==> src/rtl/sprite_line_scheduler_pkg.sv <==
// Shared types for the per-scanline sprite scheduler: object record, slot entry, FSM states.
package sprite_line_scheduler_pkg;

  localparam int unsigned OBJ_LIMIT = 8;
  localparam int unsigned IDX_W     = $clog2(OBJ_LIMIT);
  localparam int unsigned ALIEN_W   = 35;
  localparam int unsigned COORD_W   = 10;

  // Packed MSB-first, so active lands at bit 0 of each object word.
  typedef struct packed {
    logic [7:0]         color;
    logic [3:0]         kind;
    logic [COORD_W-1:0] y_pos;
    logic [COORD_W-1:0] x_pos;
    logic [1:0]         quadrant;
    logic               active;
  } alien_data_t;

  typedef enum logic [1:0] {
    SCHED_IDLE,
    SCHED_SCAN,
    SCHED_COMMIT
  } sched_state_t;

  typedef struct packed {
    logic [IDX_W-1:0]   idx;
    logic [COORD_W-1:0] x;
    logic [COORD_W-1:0] row;
  } slot_entry_t;

endpackage

==> src/rtl/sprite_line_scheduler_if.sv <==
// Bundle between the frame/line sequencer (master) and the sprite scheduler (slave).
interface sprite_line_scheduler_if import sprite_line_scheduler_pkg::*; #(
  parameter int unsigned SLOTS    = 4,
  parameter int unsigned SPRITE_H = 32
);
  localparam int unsigned ROW_W = $clog2(SPRITE_H);

  logic [OBJ_LIMIT*ALIEN_W-1:0] obj_data;
  logic                         frame_start;
  logic                         line_start;
  logic [COORD_W-1:0]           line;
  logic                         busy;
  logic                         done;
  logic [SLOTS-1:0]             slot_valid;
  logic [SLOTS*IDX_W-1:0]       slot_idx;
  logic [SLOTS*COORD_W-1:0]     slot_x;
  logic [SLOTS*ROW_W-1:0]       slot_row;
  logic                         overflow;
  logic [7:0]                   drop_count;

  modport master (
    output obj_data, frame_start, line_start, line,
    input  busy, done, slot_valid, slot_idx, slot_x, slot_row, overflow, drop_count
  );

  modport slave (
    input  obj_data, frame_start, line_start, line,
    output busy, done, slot_valid, slot_idx, slot_x, slot_row, overflow, drop_count
  );

endinterface

==> src/rtl/sprite_hit_test.sv <==
// Combinational test of one object against one scanline; row is the line offset into the sprite.
module sprite_hit_test import sprite_line_scheduler_pkg::*; #(
  parameter int unsigned QUADRANT = 0,
  parameter int unsigned SPRITE_H = 32,
  localparam int unsigned ROW_W   = $clog2(SPRITE_H)
) (
  input  alien_data_t        obj,
  input  logic [COORD_W-1:0] line,
  output logic               hit,
  output logic [ROW_W-1:0]   row
);
  localparam int unsigned DIFF_W = COORD_W + 1;

  logic [DIFF_W-1:0] diff;
  logic              unused_fields;

  // One extra bit so a line above the sprite can never alias into range.
  assign diff = {1'b0, line} - {1'b0, obj.y_pos};
  assign hit  = obj.active
             && (obj.quadrant == 2'(QUADRANT))
             && (line >= obj.y_pos)
             && (diff < DIFF_W'(SPRITE_H));
  assign row  = diff[ROW_W-1:0];

  assign unused_fields = ^{obj.color, obj.kind, obj.x_pos};

endmodule

==> src/rtl/sprite_line_scheduler.sv <==
// Per-scanline sprite scheduler: snapshots objects per frame, scans one per clock, commits a slot table.
// Optional SCHED_DROP_COUNT_EN adds a saturating per-frame drop counter; otherwise drop_count is 0.
module sprite_line_scheduler import sprite_line_scheduler_pkg::*; #(
  parameter int unsigned QUADRANT = 0,
  parameter int unsigned SLOTS    = 4,
  parameter int unsigned SPRITE_H = 32
) (
  input logic                     clk,
  input logic                     rst,
  sprite_line_scheduler_if.slave  bus
);
  localparam int unsigned ROW_W  = $clog2(SPRITE_H);
  localparam int unsigned SLOT_W = (SLOTS > 1) ? $clog2(SLOTS) : 1;

  sched_state_t           state;
  alien_data_t            snap [OBJ_LIMIT];
  slot_entry_t            back [SLOTS];
  logic [SLOTS-1:0]       back_valid;
  logic [COORD_W-1:0]     line_q;
  logic [IDX_W-1:0]       scan_idx;

  logic                   busy_q, done_q, overflow_q;
  logic [SLOTS-1:0]       slot_valid_q;
  logic [SLOTS*IDX_W-1:0] slot_idx_q;
  logic [SLOTS*COORD_W-1:0] slot_x_q;
  logic [SLOTS*ROW_W-1:0] slot_row_q;

  logic                   hit;
  logic [ROW_W-1:0]       hit_row;
  logic                   free_ok;
  logic [SLOT_W-1:0]      free_sel;
  logic                   drop_event;
  logic                   unused_row_hi;

  sprite_hit_test #(.QUADRANT(QUADRANT), .SPRITE_H(SPRITE_H)) u_hit (
    .obj  (snap[scan_idx]),
    .line (line_q),
    .hit  (hit),
    .row  (hit_row)
  );

  // Lowest-numbered free back slot keeps slot order equal to object order.
  always_comb begin
    free_ok  = 1'b0;
    free_sel = '0;
    for (int s = int'(SLOTS) - 1; s >= 0; s--) begin
      if (!back_valid[s]) begin
        free_ok  = 1'b1;
        free_sel = SLOT_W'(s);
      end
    end
  end

  assign drop_event = (state == SCHED_SCAN) && !bus.line_start && hit && !free_ok;

  always_comb begin
    unused_row_hi = 1'b0;
    for (int s = 0; s < int'(SLOTS); s++) begin
      unused_row_hi = unused_row_hi ^ (^back[s].row[COORD_W-1:ROW_W]);
    end
  end

  // Frame-coherent snapshot; a scan in flight sees new data for objects not yet visited.
  always_ff @(posedge clk) begin
    if (!rst) begin
      for (int o = 0; o < int'(OBJ_LIMIT); o++) snap[o] <= '0;
    end else if (bus.frame_start) begin
      for (int o = 0; o < int'(OBJ_LIMIT); o++)
        snap[o] <= alien_data_t'(bus.obj_data[o*ALIEN_W +: ALIEN_W]);
    end
  end

  // Scan FSM; a new line_start always wins and restarts from object 0.
  always_ff @(posedge clk) begin
    if (!rst) begin
      state        <= SCHED_IDLE;
      line_q       <= '0;
      scan_idx     <= '0;
      back_valid   <= '0;
      busy_q       <= 1'b0;
      done_q       <= 1'b0;
      overflow_q   <= 1'b0;
      slot_valid_q <= '0;
      slot_idx_q   <= '0;
      slot_x_q     <= '0;
      slot_row_q   <= '0;
      for (int s = 0; s < int'(SLOTS); s++) back[s] <= '0;
    end else begin
      done_q <= 1'b0;
      if (bus.frame_start)     overflow_q <= 1'b0;
      else if (drop_event)     overflow_q <= 1'b1;

      if (bus.line_start) begin
        state      <= SCHED_SCAN;
        line_q     <= bus.line;
        scan_idx   <= '0;
        back_valid <= '0;
        busy_q     <= 1'b1;
        for (int s = 0; s < int'(SLOTS); s++) back[s] <= '0;
      end else begin
        case (state)
          SCHED_SCAN: begin
            if (hit && free_ok) begin
              back[free_sel].idx   <= scan_idx;
              back[free_sel].x     <= snap[scan_idx].x_pos;
              back[free_sel].row   <= COORD_W'(hit_row);
              back_valid[free_sel] <= 1'b1;
            end
            if (scan_idx == IDX_W'(OBJ_LIMIT - 1)) state <= SCHED_COMMIT;
            else                                   scan_idx <= scan_idx + IDX_W'(1);
          end
          SCHED_COMMIT: begin
            slot_valid_q <= back_valid;
            for (int s = 0; s < int'(SLOTS); s++) begin
              slot_idx_q[s*IDX_W +: IDX_W]     <= back[s].idx;
              slot_x_q[s*COORD_W +: COORD_W]   <= back[s].x;
              slot_row_q[s*ROW_W +: ROW_W]     <= back[s].row[ROW_W-1:0];
            end
            done_q <= 1'b1;
            busy_q <= 1'b0;
            state  <= SCHED_IDLE;
          end
          default: state <= SCHED_IDLE;
        endcase
      end
    end
  end

`ifdef SCHED_DROP_COUNT_EN
  logic [7:0] drop_q;

  always_ff @(posedge clk) begin
    if (!rst)                               drop_q <= '0;
    else if (bus.frame_start)               drop_q <= '0;
    else if (drop_event && drop_q != 8'hff) drop_q <= drop_q + 8'd1;
  end

  assign bus.drop_count = drop_q;
`else
  assign bus.drop_count = '0;
`endif

  assign bus.busy       = busy_q;
  assign bus.done       = done_q;
  assign bus.overflow   = overflow_q;
  assign bus.slot_valid = slot_valid_q;
  assign bus.slot_idx   = slot_idx_q;
  assign bus.slot_x     = slot_x_q;
  assign bus.slot_row   = slot_row_q;

endmodule

==> src/flat_wrapper.sv <==
// flat-port wrapper written by rule: the top's interface ports become plain ports
module sprite_line_scheduler_flat import sprite_line_scheduler_pkg::*;
#(
  parameter int unsigned QUADRANT = 0,
  parameter int unsigned SLOTS    = 4,
  parameter int unsigned SPRITE_H = 32
)
  (clk, rst, bus_obj_data, bus_frame_start, bus_line_start, bus_line, bus_busy, bus_done, bus_slot_valid, bus_slot_idx, bus_slot_x, bus_slot_row, bus_overflow, bus_drop_count);
  sprite_line_scheduler_if #(.SLOTS(SLOTS), .SPRITE_H(SPRITE_H)) bus_i ();
  input logic clk;
  input logic rst;
  input wire logic [$bits(bus_i.obj_data)-1:0] bus_obj_data;
  input wire logic [$bits(bus_i.frame_start)-1:0] bus_frame_start;
  input wire logic [$bits(bus_i.line_start)-1:0] bus_line_start;
  input wire logic [$bits(bus_i.line)-1:0] bus_line;
  output wire logic [$bits(bus_i.busy)-1:0] bus_busy;
  output wire logic [$bits(bus_i.done)-1:0] bus_done;
  output wire logic [$bits(bus_i.slot_valid)-1:0] bus_slot_valid;
  output wire logic [$bits(bus_i.slot_idx)-1:0] bus_slot_idx;
  output wire logic [$bits(bus_i.slot_x)-1:0] bus_slot_x;
  output wire logic [$bits(bus_i.slot_row)-1:0] bus_slot_row;
  output wire logic [$bits(bus_i.overflow)-1:0] bus_overflow;
  output wire logic [$bits(bus_i.drop_count)-1:0] bus_drop_count;
  assign bus_i.obj_data = bus_obj_data;
  assign bus_i.frame_start = bus_frame_start;
  assign bus_i.line_start = bus_line_start;
  assign bus_i.line = bus_line;
  assign bus_busy = bus_i.busy;
  assign bus_done = bus_i.done;
  assign bus_slot_valid = bus_i.slot_valid;
  assign bus_slot_idx = bus_i.slot_idx;
  assign bus_slot_x = bus_i.slot_x;
  assign bus_slot_row = bus_i.slot_row;
  assign bus_overflow = bus_i.overflow;
  assign bus_drop_count = bus_i.drop_count;
  sprite_line_scheduler #(.QUADRANT(QUADRANT), .SLOTS(SLOTS), .SPRITE_H(SPRITE_H)) u_core (.clk(clk), .rst(rst), .bus(bus_i));
endmodule
==> config.mk <==
export PLATFORM = sky130hd
export DESIGN_NAME = sprite_line_scheduler_flat
export DESIGN_NICKNAME = d
export VERILOG_FILES = /design/src/rtl/sprite_line_scheduler_pkg.sv /design/src/rtl/sprite_line_scheduler_if.sv /design/src/rtl/sprite_hit_test.sv /design/src/rtl/sprite_line_scheduler.sv /design/src/flat_wrapper.sv
export SDC_FILE = /design/constraint.sdc
export NUM_CORES = 1
export LEC_CHECK = 0
export ABC_AREA = 1
export CAP_MARGIN = 20
export CORE_MARGIN = 1
export CORE_UTILIZATION = 45
export CTS_BUF_LIST = sky130_fd_sc_hd__clkbuf_16
export DETAILED_ROUTE_END_ITERATION = 8
export GPL_ROUTABILITY_DRIVEN = 0
export HOLD_SLACK_MARGIN = 0.05
export PLACE_DENSITY = 0.77
export SLEW_MARGIN = 15
export SYNTH_ARGS = -nofsm -noshare
export SYNTH_HDL_FRONTEND = slang
export SYNTH_SLANG_ARGS = --single-unit
==> constraint.sdc <==
create_clock -name clk -period 4.9 [get_ports clk]
set_input_delay 0.98 -clock clk [delete_from_list [all_inputs] [get_ports clk]]
set_output_delay 0.98 -clock clk [all_outputs]
set_load 0.02 [all_outputs]
### Yosys cells after proc, flatten, opt, wreduce, memory -nomap -nowiden

Memories as Yosys holds them, arrays and structs flattened. A register that Yosys moved wholly into a read port is not among the register bits.
Cells that the tools add are included.

* register bits: 26
* bits in writable memories: 352
* input port bits: 294
* word-level logic and storage cells: 106
* memories: 2

Memory list
* u_core.snap: words 8, width 35, read ports 1, clocked after memory_dff 1, write ports 8, line sprite_line_scheduler.sv:16 `alien_data_t snap [OBJ_LIMIT];`
* u_core.back: words 4, width 18, read ports 4, clocked after memory_dff 4, write ports 4, line sprite_line_scheduler.sv:17 `slot_entry_t back [SLOTS];`

* add/sub/neg operators: 2
* order comparisons: 4
* equal/unequal tests: 4
* muxes and demuxes: 45
* bitwise operators: 17
* reduce and logical (&&, ||, !) cells: 23

Operator list (count)
* two-way mux 35 bit: 8
* two-way mux 18 bit: 5
* two-way mux 1 bit: 24
* OR reduction 18 bit: 1
* bitwise OR 1 bit: 12
* < comparator 11 x 6 -> 1 bit (second input constant): 1
* subtractor 10 x 10 -> 11 bit: 1
* >= comparator 10 bit: 1
* two-way mux 2 bit: 5
* logical AND 1 bit: 8
* zero test 1 bit: 6
* two-way mux 3 bit: 2
* AND reduction 2 bit: 3
* inverter 1 bit: 4
* bitwise OR 4 bit: 1
* OR reduction 2 bit: 2
* adder 3 x 1 -> 3 bit (second input constant): 1
* equality test 3 bit (second input constant): 1
* < comparator 2 x 3 -> 1 bit (second input constant): 1
* != test 3 bit (second input constant): 1
* OR reduction 3 bit: 1
* demux 1 bit (select 2 bit): 1
* equality test 2 x 1 -> 1 bit (second input constant): 1
* equality test 2 bit (second input constant): 1
* other kinds (3): 3

### Longest topological paths before layout

Gate-level depths: netlist (run 1).

* depth in word-level cells: 12
* mapped depth: 23
* mapped depth without buffers: 20

### Hierarchy

Synthesis (run 1) repeated with hierarchy kept, for this count alone.

* cells, all modules: 2318
* area total of the unflattened synthesis: 20358.3 µm²

Modules (own cells, without submodules)
* sprite_line_scheduler: instances 1, cells each 2195, area each 19700.1 µm²
* sprite_hit_test: instances 1, cells each 123, area each 658.1 µm²

### Worst setup path after synthesis (run 1)

OpenSTA, ideal clock, no wires.

* kind: flip-flop to flip-flop
* start: register with a tool-made name
* end: memory u_core.back[2][0] (netlist name), enable pin
* data arrival time: 4158 ps
* setup slack: 324 ps
* stages on the path, launching flop included: 17
* buffers on the path: 3
* clock period less this slack: 4576 ps
* cell sequence: dfxtp_1 buf_6 clkbuf_1 clkbuf_1 nor2_1 o221ai_1 o21ai_0 ha_1 or2_1 nand3_2 nand2_2 xor2_1 nor2_2 nand3_4 nor2_8 nand2_1 o21ai_0

RTL lines (line)
* to (decl): sprite_line_scheduler.sv:17

==> results of run 1 <==
## cells in the final DEF, fill, tap and decap left out, drive strengths merged
cell           Yosys  final
clkdlybuf4s50      0    275
bufinv             0      2
a21oi             88     88
edfxtp           256    256
fa                 1      1
xor2               5      5
buf               21     24
inv              229    240
o21ba              1      1
clkinv             0     18
nand3             24     24
conb               1      8
ha                12     12
nand2            259    259
dfxtp            101    101
o21ai            122    122
nor2             336    336
a31oi              1      1
clkbuf            70     38
nand4              5      5
nand3b             1      1
or2                2      2
o221ai            18     18
o22ai             21     21
nor4               1      1
## flip-flops by register name (all words and copies together), names as in the netlist, 2 cells and up, named ones only
signal	flops
u_core.line_q	10
u_core.scan_idx	3
u_core.bus.slot_row	20
u_core.bus.slot_valid	4
u_core.bus.slot_idx	12
u_core.snap	184
u_core.bus.slot_x	40
u_core.back	72
u_core.back_valid	4
u_core.state	2
## per-layer routing
| metal | share of wire | vias to the layer above |
|---|---|---|
| met2 | 0.48 | 499 |
| met3 | 0.069 | 90 |
| met5 | 0.00073 | - |
| met1 | 0.41 | 5231 |
| met4 | 0.041 | 4 |
| li1 | - | 5581 |
## synthesized netlist by cell type (7+ instances only)
cell type | number | area (um^2)
sky130_fd_sc_hd__nor2_1 | 330 | 1239
sky130_fd_sc_hd__edfxtp_1 | 256 | 7687
sky130_fd_sc_hd__nand2_1 | 255 | 957.2
sky130_fd_sc_hd__inv_1 | 225 | 844.6
sky130_fd_sc_hd__o21ai_0 | 121 | 605.6
sky130_fd_sc_hd__dfxtp_1 | 101 | 2022
sky130_fd_sc_hd__a21oi_1 | 88 | 440.4
sky130_fd_sc_hd__clkbuf_1 | 70 | 262.8
sky130_fd_sc_hd__o22ai_1 | 21 | 131.4
sky130_fd_sc_hd__nand3_1 | 20 | 100.1
sky130_fd_sc_hd__o221ai_1 | 18 | 157.7
sky130_fd_sc_hd__ha_1 | 12 | 150.1
sky130_fd_sc_hd__buf_4 | 9 | 67.56
sky130_fd_sc_hd__buf_1 | 7 | 26.28
## per-stage QoR
step | hold WS (ns) | utilization | std cells | worst slack [ns] | area [um^2]
after floorplan | 0.4225 | - | 1582 | 0.3241 | 15120
after detailed placement | 0.4552 | 0.5567 | 2232 | 0.4271 | 18250
after global placement | 0.4530 | 0.5563 | 2230 | 0.5560 | 18240
after CTS | 0.4643 | 0.5926 | 2301 | 0.4375 | 19430
final | 0.4619 | 0.5926 | 2301 | 0.3673 | 19430
after global routing | 0.4789 | 0.5926 | 2301 | 0.05980 | 19430
## worst paths after layout
| check | from | endpoint | slack, ns | depth (start not counted) |
|---|---|---|---|---|
| max reg2reg | flop | u_core.back[0][10] | 0.37 | 19 |
| min | u_core.bus.slot_x[39] | u_core.bus.slot_x[39] | 0.46 | 2 |
| max | flop | u_core.back[0][10] | 0.37 | 19 |
| min reg2reg | u_core.bus.slot_x[39] | u_core.bus.slot_x[39] | 0.46 | 2 |
## cell type report
class                      count  area (um^2)  area share
timing repair buffer         299         2978      0.1533
clock buffer                  38        950.9     0.04895
inverter                     229        859.6     0.04425
multi-input combinational    905         4149      0.2136
tap                          442        553.0     0.02847
clock inverter                31        225.2     0.01159
sequential                   357         9712      0.4999
## logic make-up (layout without fill, tap and decap cells)
kind of cell | after synthesis | count (layout) | share of synthesized area
compound gates | 251 | 251 | 0.09013
xor+xnor | 5 | 5 | 0.002902
fa+ha+maj | 13 | 13 | 0.01128
buf+inv | 320 | 597 | 0.08433
flops | 357 | 357 | 0.6434
other cells | 1 | 8 | 0.0002485
simple gates | 628 | 628 | 0.1677
## power by group
part           leakage (nW)  switching (mW)  total, mW  internal, mW
Clock                 0.613            1.16       2.69          1.53
Combinational          3.98           0.417      0.693         0.276
Sequential             3.59          0.0453       3.45          3.41
## tightest hold or removal path, stage by stage (launching register included)
cell	delay [ns]
sky130_fd_sc_hd__dfxtp_1	0.31
sky130_fd_sc_hd__nand2_1	0.06
sky130_fd_sc_hd__a21oi_1	0.05
==> reports/qor.json, run 1 <==
{
  "yosys_register_bits": 357,
  "buffer_and_inverter_count_on_the_worst_path": 3,
  "floorplan.core_area_mm2": 0.03278,
  "clock_tree_from_tritoncts": "built",
  "number_of_antenna_violations_at_the_first_check_in_global_routing": 2,
  "netlist_area_mm2": 0.01509,
  "num_rows": 66,
  "final.period_utilization": 0.9250,
  "clk_path_buf_depth": 3,
  "cp.arrival_ns": 4.68,
  "post_route_cells_drive_above_1_share": 0.05863,
  "cap_viol_max_count": 0,
  "vertical_die_dimension_um": 185.1,
  "timing.critical_path.cells": "buf_4 > o21ai_0 > o22ai_1 > inv_1 > o21ai_0 > inv_1 > ha_1 > nand2_1 > nand2_2 > nand3_2 > nand2_1 > nand2_1 > nand2_1 > nand3_1 > nor2_2 > nand3_4 > nor2_8 > nand3_4 > nand2_1",
  "cp_data_required_time_ns": 5.04,
  "fin_crit_ns": 4.533,
  "worst-setup-path-type": "flop to flop",
  "synth_seq_area_share": 0.6434,
  "fin_tns_setup_ns": 0,
  "num-nets-final": 2137,
  "setup.worst_path.start_class": "flop",
  "antenna_left": 0,
  "skew_ns": 0.02501,
  "tightestPinTransition_ns": 0.9832,
  "num_vias": 11405,
  "critical_path.slowest_cell": "sky130_fd_sc_hd__nand2_1",
  "grt.overflow.total": 0,
  "detailed_route_drc_error_count": 0,
  "area.growth.synth_to_final_pct": 28.75,
  "wire_per_inst_um": 16.02,
  "cts.htree.levels": 2,
  "clk_root_buffer_cell": "sky130_fd_sc_hd__clkbuf_16",
  "finalPower_mw": 6.836,
  "grt_pass1_wl_mm": 56.17,
  "num_io_pins": 381,
  "layout.filler_cells": 2644,
  "timing.critical_path.max_delay_family": "simple AND/OR/NAND/NOR gates",
  "syn_inst": 1575,
  "grt_usage": 0.2165,
  "timing.final.max_slew_violations": 0,
  "synth_async_sr_flop_share": 0,
  "number_of_gates_given_a_new_drive_strength_after_cts": 0,
  "cts.clk_slew.worst_paths_ns": 0.06,
  "post_synth_num_cell_types": 33,
  "tritoncts_num_sinks": 357,
  "drt_first_iter_violations": 951,
  "worst_path_largest_cell_delay_ns": 0.67,
  "power.static_leakage_nw": 8.185,
  "antenna_cells_inserted": 0,
  "die_area_mm2": 0.03427,
  "edff_count_synth": 256,
  "pwr_density_cell_mw_per_mm2": 351.9,
  "end_kind": "flop",
  "grt_use_met1": 0.2764,
  "outcome": "finished clean",
  "worst-path-max-fanout": 42,
  "totalWireLength_mm": 36.86,
  "detailed_place_hpwl_mm": 25.42,
  "grt_most_used_layer": "met2",
  "synth-main-ff-cell": "sky130_fd_sc_hd__edfxtp_1",
  "cts_made_buffers": 38,
  "ys_warn_count": 0,
  "maximum_number_of_pins_on_one_net_before_global_route_repair": 97,
  "finalSetupViolations": 0,
  "use_met3": 0.03814,
  "met2_usage": 0.3592,
  "worst_skew_pair.late_latency_ns": 0.54,
  "max_slew_margin": 0.3376,
  "number_of_port_buffers": 276,
  "dieWidth_um": 185.1,
  "power.ir.vdd_worst_uv": 207.6,
  "fmaxAchievable_ghz": 0.2206,
  "cpMostUsedCell": "sky130_fd_sc_hd__nand2_1",
  "ctsHoldBuffers": 0,
  "synth_area_per_inst_um2": 9.581,
  "grt_setup_unrepaired": "false",
  "worstHoldPathType": "flop to flop",
  "avgViaCountPerCell": 4.957,
  "postCtsSetupBuffers": 0,
  "starting_utilization_of_the_core_area": 0.4603,
  "grt_pass1_vias": 10713,
  "detail_route.first_pass.iterations": 5,
  "finalHoldViolCount": 0
}
(Power assumes the default switching activity.)
==> inputs of run 2 (changes only) <==
Settings changed: ABC_AREA 1 to 0, CTS_CLUSTER_SIZE set to 8.
==> run 2 against run 1 <==
Effect of this change: power grew 4.0%; critical path depth shrank 7; design area grew 0.59%; worst hold slack is essentially flat; synthesized cell count shrank 26%; sequential share of layout area shrank 0.27 points; highest routed layer unchanged.
==> reports/qor.json, run 2 <==
{
  "grt_usage": {"value": 0.2091, "change": "-0.007362"},
  "power.ir.vdd_worst": {"value": 225.3, "unit": "uV", "change": "+8.5%"},
  "grt_setup_unrepaired": "false",
  "cp.arrival": {"value": 4.58, "unit": "ns", "change": "-0.10 ns"},
  "num_io_pins": {"value": 381, "change": "unchanged"},
  "synth_area_per_inst": {"value": 12.96, "unit": "um^2", "change": "+35%"},
  "synth-main-ff-cell": "sky130_fd_sc_hd__edfxtp_1",
  "finalHoldViolCount": {"value": 0, "change": "unchanged"},
  "fmaxAchievable": {"value": 0.2354, "unit": "GHz", "change": "+6.7%"},
  "worst-setup-path-type": "flop to flop",
  "layoutNonFillerInstCount": {"value": 1881, "change": "-18%"},
  "core_util_final": {"value": 0.5976, "change": "+0.004979"},
  "power.switching": {"value": 1.556, "unit": "mW", "change": "-3.9%"},
  "final.period_utilization": {"value": 0.8668, "change": "-0.05825"},
  "dieWidth": {"value": 184.8, "unit": "um", "change": "-0.19%"},
  "pwr_density_cell": {"value": 364.0, "unit": "mW/mm^2", "change": "+3.4%"},
  "num_vias": {"value": 10003, "change": "-12%"},
  "worst-path-max-fanout": {"value": 32, "change": "-24%"},
  "layout.filler_cells": {"value": 2573, "change": "-2.7%"},
  "netlist_top_cells_area": "sky130_fd_sc_hd__edfxtp_1, sky130_fd_sc_hd__dfxtp_1, sky130_fd_sc_hd__mux4_2",
  "dp_cells": {"value": 1798, "change": "-19%"},
  "largest_register_ff_count": {"value": 184, "change": "unchanged"},
  "timing.final.max_slew_violations": {"value": 0, "change": "unchanged"},
  "combinationalPowerShare": {"value": 0.083, "change": "-0.018"},
  "finalPower": {"value": 7.113, "unit": "mW", "change": "+4.0%"},
  "post_synth_num_cell_types": {"value": 52, "change": "+58%"},
  "detailed_route_drc_error_count": {"value": 0, "change": "unchanged"},
  "tightestPinTransition": {"value": 0.9998, "unit": "ns", "change": "+0.01659 ns"},
  "synth-adder-area-share": {"value": 0.01132, "change": "+0.00004318"},
  "grt_pass1_wl": {"value": 54.08, "unit": "mm", "change": "-3.7%"},
  "avgViaCountPerCell": {"value": 5.318, "change": "+7.3%"},
  "netlist_area": {"value": 0.01503, "unit": "mm^2", "change": "-0.38%"},
  "number_of_port_buffers": {"value": 276, "change": "unchanged"},
  "cp_data_required_time": {"value": 5.24, "unit": "ns", "change": "+0.20 ns"},
  "synth_area_leader_cell": "sky130_fd_sc_hd__edfxtp_1",
  "cts_made_buffers": {"value": 50, "change": "+32%"},
  "starting_utilization_of_the_core_area": {"value": 0.4597, "change": "-0.0005977"},
  "fin_tns_setup": {"value": 0, "unit": "ns", "change": "unchanged"},
  "end_kind": "flop",
  "syn_inst": {"value": 1160, "change": "-26%"},
  "worst_skew_pair.late_latency": {"value": 0.55, "unit": "ns", "change": "about the same"},
  "synth_seq_area_share": {"value": 0.6459, "change": "+0.002464"},
  "post_route_cells_drive_above_1_share": {"value": 0.09034, "change": "+0.03171"},
  "power.share.switching": {"value": 0.2187, "change": "-0.01822"},
  "leading_cell_type_by_number_of_instances_after_synthesis": "sky130_fd_sc_hd__edfxtp_1",
  "grt.overflow.total": {"value": 0, "change": "unchanged"},
  "wire_per_inst": {"value": 18.92, "unit": "um", "change": "+18%"},
  "max_slew_margin": {"value": 0.3144, "change": "-0.02320"},
  "area.growth.synth_to_final_pct": 30.00,
  "detailed_place_hpwl": {"value": 23.92, "unit": "mm", "change": "-5.9%"},
  "edff_count_synth": {"value": 256, "change": "unchanged"},
  "finalSetupViolations": {"value": 0, "change": "unchanged"},
  "maximum_number_of_pins_on_one_net_before_global_route_repair": {"value": 139, "change": "+43%"},
  "detail_route.first_pass.iterations": {"value": 5, "change": "unchanged"},
  "postCtsSetupBuffers": {"value": 0, "change": "unchanged"},
  "drt_first_iter_violations": {"value": 1015, "change": "+6.7%"},
  "number_of_gates_given_a_new_drive_strength_after_cts": {"value": 0, "change": "unchanged"},
  "synth-compound-area-share": {"value": 0.05544, "change": "-0.03470"},
  "synth.top_cell.area_share": {"value": 0.5114, "change": "+0.001951"},
  "p_int": {"value": 5.557, "unit": "mW", "change": "+6.5%"},
  "xor_xnor_cell_area_share_of_the_yosys_netlist": {"value": 0.002331, "change": "-0.0005715"},
  "tritoncts_num_sinks": {"value": 357, "change": "unchanged"},
  "yosys_register_bits": {"value": 357, "change": "unchanged"},
  "num-nets-final": {"value": 1715, "change": "-20%"},
  "fin_crit": {"value": 4.247, "unit": "ns", "change": "-0.2854 ns"},
  "power.static_leakage": {"value": 7.355, "unit": "nW", "change": "-10%"},
  "antenna_cells_inserted": {"value": 0, "change": "unchanged"},
  "clockPowerShare": {"value": 0.430, "change": "+0.036"},
  "die_area": {"value": 0.03414, "unit": "mm^2", "change": "-0.37%"},
  "synth_async_sr_flop_share": {"value": 0, "change": "unchanged"},
  "vertical_die_dimension": {"value": 184.8, "unit": "um", "change": "-0.19%"},
  "most-common-layout-cells": "sky130_fd_sc_hd__clkdlybuf4s50_1, sky130_fd_sc_hd__edfxtp_1, sky130_fd_sc_hd__nand2_1, sky130_fd_sc_hd__and3_1, sky130_fd_sc_hd__dfxtp_1",
  "cts.clk_slew.worst_paths": {"value": 0.06, "unit": "ns", "change": "about the same"},
  "number_of_antenna_violations_at_the_first_check_in_global_routing": {"value": 2, "change": "unchanged"},
  "finalHoldWorstSlack": {"value": 0.4618, "unit": "ns", "change": "-0.0001100 ns"},
  "synth.cells.most_frequent": "sky130_fd_sc_hd__edfxtp_1, sky130_fd_sc_hd__nand2_1, sky130_fd_sc_hd__and3_1, sky130_fd_sc_hd__dfxtp_1, sky130_fd_sc_hd__clkbuf_1",
  "cts.htree.levels": {"value": 2, "change": "unchanged"},
  "synth-simple-area-share": {"value": 0.1706, "change": "+0.002973"},
  "skew": {"value": 0.01979, "unit": "ns", "change": "-0.005215 ns"},
  "clock_tree_from_tritoncts": "built",
  "num_rows": {"value": 66, "change": "unchanged"},
  "outcome": "finished clean",
  "cap_viol_max_count": {"value": 0, "change": "unchanged"},
  "clk_root_buffer_cell": "sky130_fd_sc_hd__clkbuf_16",
  "setup.worst_path.start_class": "flop",
  "most_common_library_cell_in_the_layout_ignoring_fill_and_taps": "sky130_fd_sc_hd__clkdlybuf4s50_1",
  "ys_warn_count": {"value": 0, "change": "unchanged"},
  "ctsHoldBuffers": {"value": 0, "change": "unchanged"},
  "floorplan.core_area": {"value": 0.03270, "unit": "mm^2", "change": "-0.25%"},
  "antenna_left": {"value": 0, "change": "unchanged"},
  "share_seq_of_total_power": {"value": 0.487, "change": "-0.018"},
  "worstHoldPathType": "flop to flop",
  "synth_top_family_by_area": "simple AND/OR/NAND/NOR gates",
  "clk_path_buf_depth": {"value": 3, "change": "unchanged"},
  "grt_pass1_vias": {"value": 9931, "change": "-7.3%"},
  "registers.top_by_ff_count": "u_core.snap",
  "yosys-mux-area-fraction": {"value": 0.08199, "change": "+0.08199"},
  "totalWireLength": {"value": 35.58, "unit": "mm", "change": "-3.5%"}
}
run 2: cell count changes after synthesis, sizes merged, moves of 20 or more:
cell    previous run  this run
a21boi             0        76
a21oi             88         9
and2               0        48
and3               0       142
inv              229         8
mux2i              0        32
mux4               0        40
nand2            259       166
nand3             24         1
nor2             336        13
nor3               0        37
nor4               1        36
o21ai            122         8
o22ai             21         1
run 2: cell families after synthesis:
kind of cell             Yosys count
AO/OA/AOI/OAI                    114
XOR/XNOR                           4
adder cells (fa/ha/maj)           13
buffers and inverters            116
flip-flops                       357
multiplexers                      73
other                              1
AND/OR/NAND/NOR                  482
run 2: final cells by class:
| type | instances | area (um^2) | share of cell area |
|---|---|---|---|
| Sequential cell | 357 | 9716 | 0.4972 |
| Tap cell | 442 | 553.0 | 0.02830 |
| Inverter | 8 | 30.03 | 0.001537 |
| Multi-Input combinational cell | 694 | 4877 | 0.2496 |
| Timing Repair Buffer | 297 | 2944 | 0.1507 |
| Clock inverter | 32 | 145.1 | 0.007427 |
| Clock buffer | 51 | 1276 | 0.06531 |
run 2: power by group through the flow:
stage	clock network (mW)	registers, mW	logic (mW)
2_1_floorplan	0	3.50	0.319
6_report	3.06	3.46	0.591
4_1_cts	3.10	3.46	0.594
5_1_grt	3.22	3.48	0.636
3_5_place_dp	0	3.52	0.590
3_3_place_gp	0	3.51	0.582
run 2: worst max-delay path, stage by stage (launching register included):
cell and delay [ns]:
sky130_fd_sc_hd__dfxtp_4 0.64, sky130_fd_sc_hd__mux4_2 0.57, sky130_fd_sc_hd__mux2i_1 0.39, sky130_fd_sc_hd__inv_1 0.13, sky130_fd_sc_hd__fa_1 0.47, sky130_fd_sc_hd__nor2b_1 0.19, sky130_fd_sc_hd__o311a_1 0.25, sky130_fd_sc_hd__a211oi_2 0.10
sky130_fd_sc_hd__mux2i_1 0.16, sky130_fd_sc_hd__nor4_4 0.26, sky130_fd_sc_hd__nand2_2 0.22, sky130_fd_sc_hd__buf_4 0.30, sky130_fd_sc_hd__nor4_1 0.35
run 2: path summary, 6_finish.rpt:
check                            start                    to  slack [ns]  cells after the start
setup reg to reg                  flop     u_core.back[1][5]        0.65                     12
hold / removal    u_core.bus.slot_x[1]  u_core.bus.slot_x[1]        0.46                      2
hold reg to reg   u_core.bus.slot_x[1]  u_core.bus.slot_x[1]        0.46                      2
setup / recovery                  flop     u_core.back[1][5]        0.65                     12
run 2: per-layer routing:
metal,up-vias,part of all wire,GRT usage,wire [um]
met5,-,0.00084,0,30
met4,4,0.028,0.07041,1007
met3,66,0.077,0.04326,2729
met2,452,0.47,0.3411,16810
met1,4722,0.42,0.2784,15000
li1,4759,-,-,-
run 2: per-stage QoR:
stage,area (um^2),setup WS (ns)
floorplan,15060,-0.3332
global placement,18120,0.7176
detailed placement,18120,0.6337
CTS,19540,0.6309
global route,19540,0.2704
finish,19540,0.6527
==> inputs of run 3 (changes only) <==
Settings changed: ABC_AREA 0 to 1, HOLD_SLACK_MARGIN 0.05 to 0.02.
==> run 3 against run 2 <==
Effect of this change: die area is 0.37% higher; critical path depth rose by 7; final cell count grew 24%; worst hold slack worse by 0.00078 ns; critical path type unchanged.
==> reports/qor.json, run 3 (synthesis gave the netlist of run 1 again) <==
{
  "outcome": "finished clean",
  "power.ir.vdd_worst": {"value": 254.6, "unit": "uV", "change": "+13%"},
  "layout.filler_cells": {"value": 2603, "change": "+1.2%"},
  "final.period_utilization": {"value": 0.9173, "change": "+0.05045"},
  "power.static_leakage": {"value": 8.429, "unit": "nW", "change": "+15%"},
  "floorplan.core_area": {"value": 0.03278, "unit": "mm^2", "change": "+0.25%"},
  "tightestPinTransition": {"value": 0.9929, "unit": "ns", "change": "-0.006942 ns"},
  "detail_route.first_pass.iterations": {"value": 5, "change": "unchanged"},
  "worst_path_largest_cell_delay": {"value": 0.66, "unit": "ns", "change": "+0.02 ns"},
  "number_of_antenna_violations_at_the_first_check_in_global_routing": {"value": 1, "change": "-1"},
  "rr_endpoint": "u_core.back[0][15]",
  "worst_skew_pair.late_latency": {"value": 0.57, "unit": "ns", "change": "+0.02 ns"},
  "num-nets-final": {"value": 2149, "change": "+25%"},
  "grt_usage": {"value": 0.2262, "change": "+0.01704"},
  "clk_root_buffer_cell": "sky130_fd_sc_hd__clkbuf_16",
  "placement.setup.worst_slack": {"value": 0.4271, "unit": "ns", "change": "-0.2066 ns"},
  "totalWireLength": {"value": 38.67, "unit": "mm", "change": "+8.7%"},
  "ff2ff_path_depth": {"value": 19, "change": "+7"},
  "antenna_cells_inserted": {"value": 0, "change": "unchanged"},
  "clk_path_buf_depth": {"value": 3, "change": "unchanged"},
  "worstHoldPathType": "flop to flop",
  "largest_register_ff_count": {"value": 184, "change": "unchanged"},
  "maximum_number_of_pins_on_one_net_before_global_route_repair": {"value": 97, "change": "-30%"},
  "end_kind": "flop",
  "avgViaCountPerCell": {"value": 5.025, "change": "-5.5%"},
  "cts.htree.levels": {"value": 2, "change": "unchanged"},
  "grt_pass1_wl": {"value": 58.67, "unit": "mm", "change": "+8.5%"},
  "clock_tree_from_tritoncts": "built",
  "grt.overflow.total": {"value": 0, "change": "unchanged"},
  "pwr_density_cell": {"value": 368.5, "unit": "mW/mm^2", "change": "+1.2%"},
  "ctsHoldBuffers": {"value": 0, "change": "unchanged"},
  "grt_setup_unrepaired": "false",
  "fin_crit": {"value": 4.495, "unit": "ns", "change": "+0.2472 ns"},
  "tritoncts_num_sinks": {"value": 357, "change": "unchanged"},
  "timing.final.ws_setup": {"value": 0.4055, "unit": "ns", "change": "-0.2472 ns"},
  "timing.final.max_slew_violations": {"value": 0, "change": "unchanged"},
  "starting_utilization_of_the_core_area": {"value": 0.4603, "change": "+0.0005977"},
  "num_vias": {"value": 11678, "change": "+17%"},
  "worst-setup-path-type": "flop to flop",
  "dieWidth": {"value": 185.1, "unit": "um", "change": "+0.19%"},
  "die_area": {"value": 0.03427, "unit": "mm^2", "change": "+0.37%"},
  "cap_viol_max_count": {"value": 0, "change": "unchanged"},
  "postCtsSetupBuffers": {"value": 0, "change": "unchanged"},
  "skew": {"value": 0.02675, "unit": "ns", "change": "+0.006959 ns"},
  "most-common-layout-cells": "sky130_fd_sc_hd__nor2_1, sky130_fd_sc_hd__clkdlybuf4s50_1, sky130_fd_sc_hd__inv_1, sky130_fd_sc_hd__edfxtp_1, sky130_fd_sc_hd__nand2_1",
  "registers.top_by_ff_count": "u_core.snap",
  "area.growth.synth_to_final_pct": 30.82,
  "num_rows": {"value": 66, "change": "unchanged"},
  "critical_path.slowest_cell": "sky130_fd_sc_hd__nand2_1",
  "detailed_route_drc_error_count": {"value": 0, "change": "unchanged"},
  "finalHoldViolCount": {"value": 0, "change": "unchanged"},
  "cts.clk_slew.worst_paths": {"value": 0.05, "unit": "ns", "change": "about the same"},
  "setup.worst_path.start_class": "flop",
  "cp_data_required_time": {"value": 5.07, "unit": "ns", "change": "-0.17 ns"},
  "worst-path-max-fanout": {"value": 42, "change": "+31%"},
  "worst_reg_to_reg_setup_slack": {"value": 0.41, "unit": "ns", "change": "-0.25 ns"},
  "min_delay_path_depth": {"value": 2, "change": "unchanged"},
  "max_slew_margin": {"value": 0.3311, "change": "+0.01670"},
  "min-delay-start": "u_core.bus.slot_x[39]",
  "final-seq-area": {"value": 0.009712, "unit": "mm^2", "change": "about the same"},
  "finalSetupViolations": {"value": 0, "change": "unchanged"},
  "num_io_pins": {"value": 381, "change": "unchanged"},
  "cts_made_buffers": {"value": 50, "change": "unchanged"},
  "vertical_die_dimension": {"value": 185.1, "unit": "um", "change": "+0.19%"},
  "cpMostUsedCell": "sky130_fd_sc_hd__nand2_1",
  "hold-path-endpoint": "u_core.bus.slot_x[39]",
  "detailed_place_hpwl": {"value": 25.42, "unit": "mm", "change": "+6.3%"},
  "fmaxAchievable": {"value": 0.2225, "unit": "GHz", "change": "-5.5%"},
  "fin_tns_setup": {"value": 0, "unit": "ns", "change": "unchanged"},
  "cp.arrival": {"value": 4.67, "unit": "ns", "change": "+0.09 ns"},
  "number_of_gates_given_a_new_drive_strength_after_cts": {"value": 0, "change": "unchanged"},
  "timing.critical_path.cells": "buf_4 > o21ai_0 > o22ai_1 > inv_1 > o21ai_0 > inv_1 > ha_1 > nand2_1 > nand2_2 > nand3_2 > nand2_1 > nand2_1 > nand2_1 > nand3_1 > nor2_2 > nand3_4 > nor2_8 > nand3_4 > nand2_1",
  "drt_first_iter_violations": {"value": 1031, "change": "+1.6%"},
  "post_route_cells_drive_above_1_share": {"value": 0.05685, "change": "-0.03349"},
  "grt_pass1_vias": {"value": 11085, "change": "+12%"},
  "antenna_left": {"value": 0, "change": "unchanged"},
  "most_common_library_cell_in_the_layout_ignoring_fill_and_taps": "sky130_fd_sc_hd__nor2_1",
  "number_of_port_buffers": {"value": 276, "change": "unchanged"},
  "wire_per_inst": {"value": 16.64, "unit": "um", "change": "-12%"},
  "finalPower": {"value": 7.274, "unit": "mW", "change": "+2.3%"},
  "multi_input_comb_area": {"value": 0.004149, "unit": "mm^2", "change": "-15%"}
}
## run 3: cell types whose count changed in the layout (fill, tap and decap cells not counted), sizes merged, moves of 40 or more
cell | before | now
nor2 | 13 | 336
and2 | 48 | 0
mux4 | 40 | 0
nand2 | 166 | 259
and3 | 142 | 0
a21oi | 9 | 88
a21boi | 76 | 0
o21ai | 8 | 122
inv | 37 | 267
## run 3: worst max-delay path by stage
| stage | startpoint | end | slack, ns |
|---|---|---|---|
| 2_1_floorplan | flop | u_core.back[2][0] | 0.32 |
| 3_3_place_gp | flop | u_core.back[1][9] | 0.56 |
| 3_5_place_dp | flop | u_core.back[1][10] | 0.43 |
| 4_1_cts | flop | u_core.back[1][14] | 0.45 |
| 5_1_grt | flop | u_core.back[0][15] | 0.04 |
| 6_report | flop | u_core.back[0][15] | 0.41 |
## run 3: report_power, final
part / leakage (nW) / switching [mW] / internal, mW / total, mW
Sequential: 3.59 / 0.0479 / 3.41 / 3.46
Combinational: 3.98 / 0.420 / 0.277 / 0.697
Clock: 0.857 / 1.27 / 1.85 / 3.12
Total: 8.43 / 1.74 / 5.53 / 7.27
## run 3: cell type report
| class | instances | share of cell area |
|---|---|---|
| tap | 442 | 0.02802 |
| sequential | 357 | 0.4920 |
| clock buffer | 50 | 0.06338 |
| clock inverter | 42 | 0.01204 |
| timing repair buffer | 299 | 0.1509 |
| multi-input combinational | 905 | 0.2102 |
| inverter | 229 | 0.04354 |
## run 3: through the flow
stage	utilization	cell area (um^2)	instances	hold slack [ns]
after global placement	0.5563	18240	2230	0.4530
after global routing	0.6021	19740	2324	0.4815
after detailed placement	0.5567	18250	2232	0.4552
after CTS	0.6021	19740	2324	0.4630
after floorplan	-	15120	1582	0.4225
final	0.6021	19740	2324	0.4611
## run 3: critical path, delay by kind of cell (launching register included)
kind,cells,cell delay [ns]
flip-flops,1,0.32
buffers and inverters,3,0.62
AND/OR/NAND/NOR,12,1.98
AO/OA/AOI/OAI,3,0.83
adder cells (fa/ha/maj),1,0.33
## run 3: layer usage
layer	global-route usage	share of wire	wire length, um
met1	0.2809	0.40	15330
met2	0.3839	0.48	18730
met4	0.1091	0.044	1684
met3	0.03696	0.075	2908
met5	0	0.00034	13
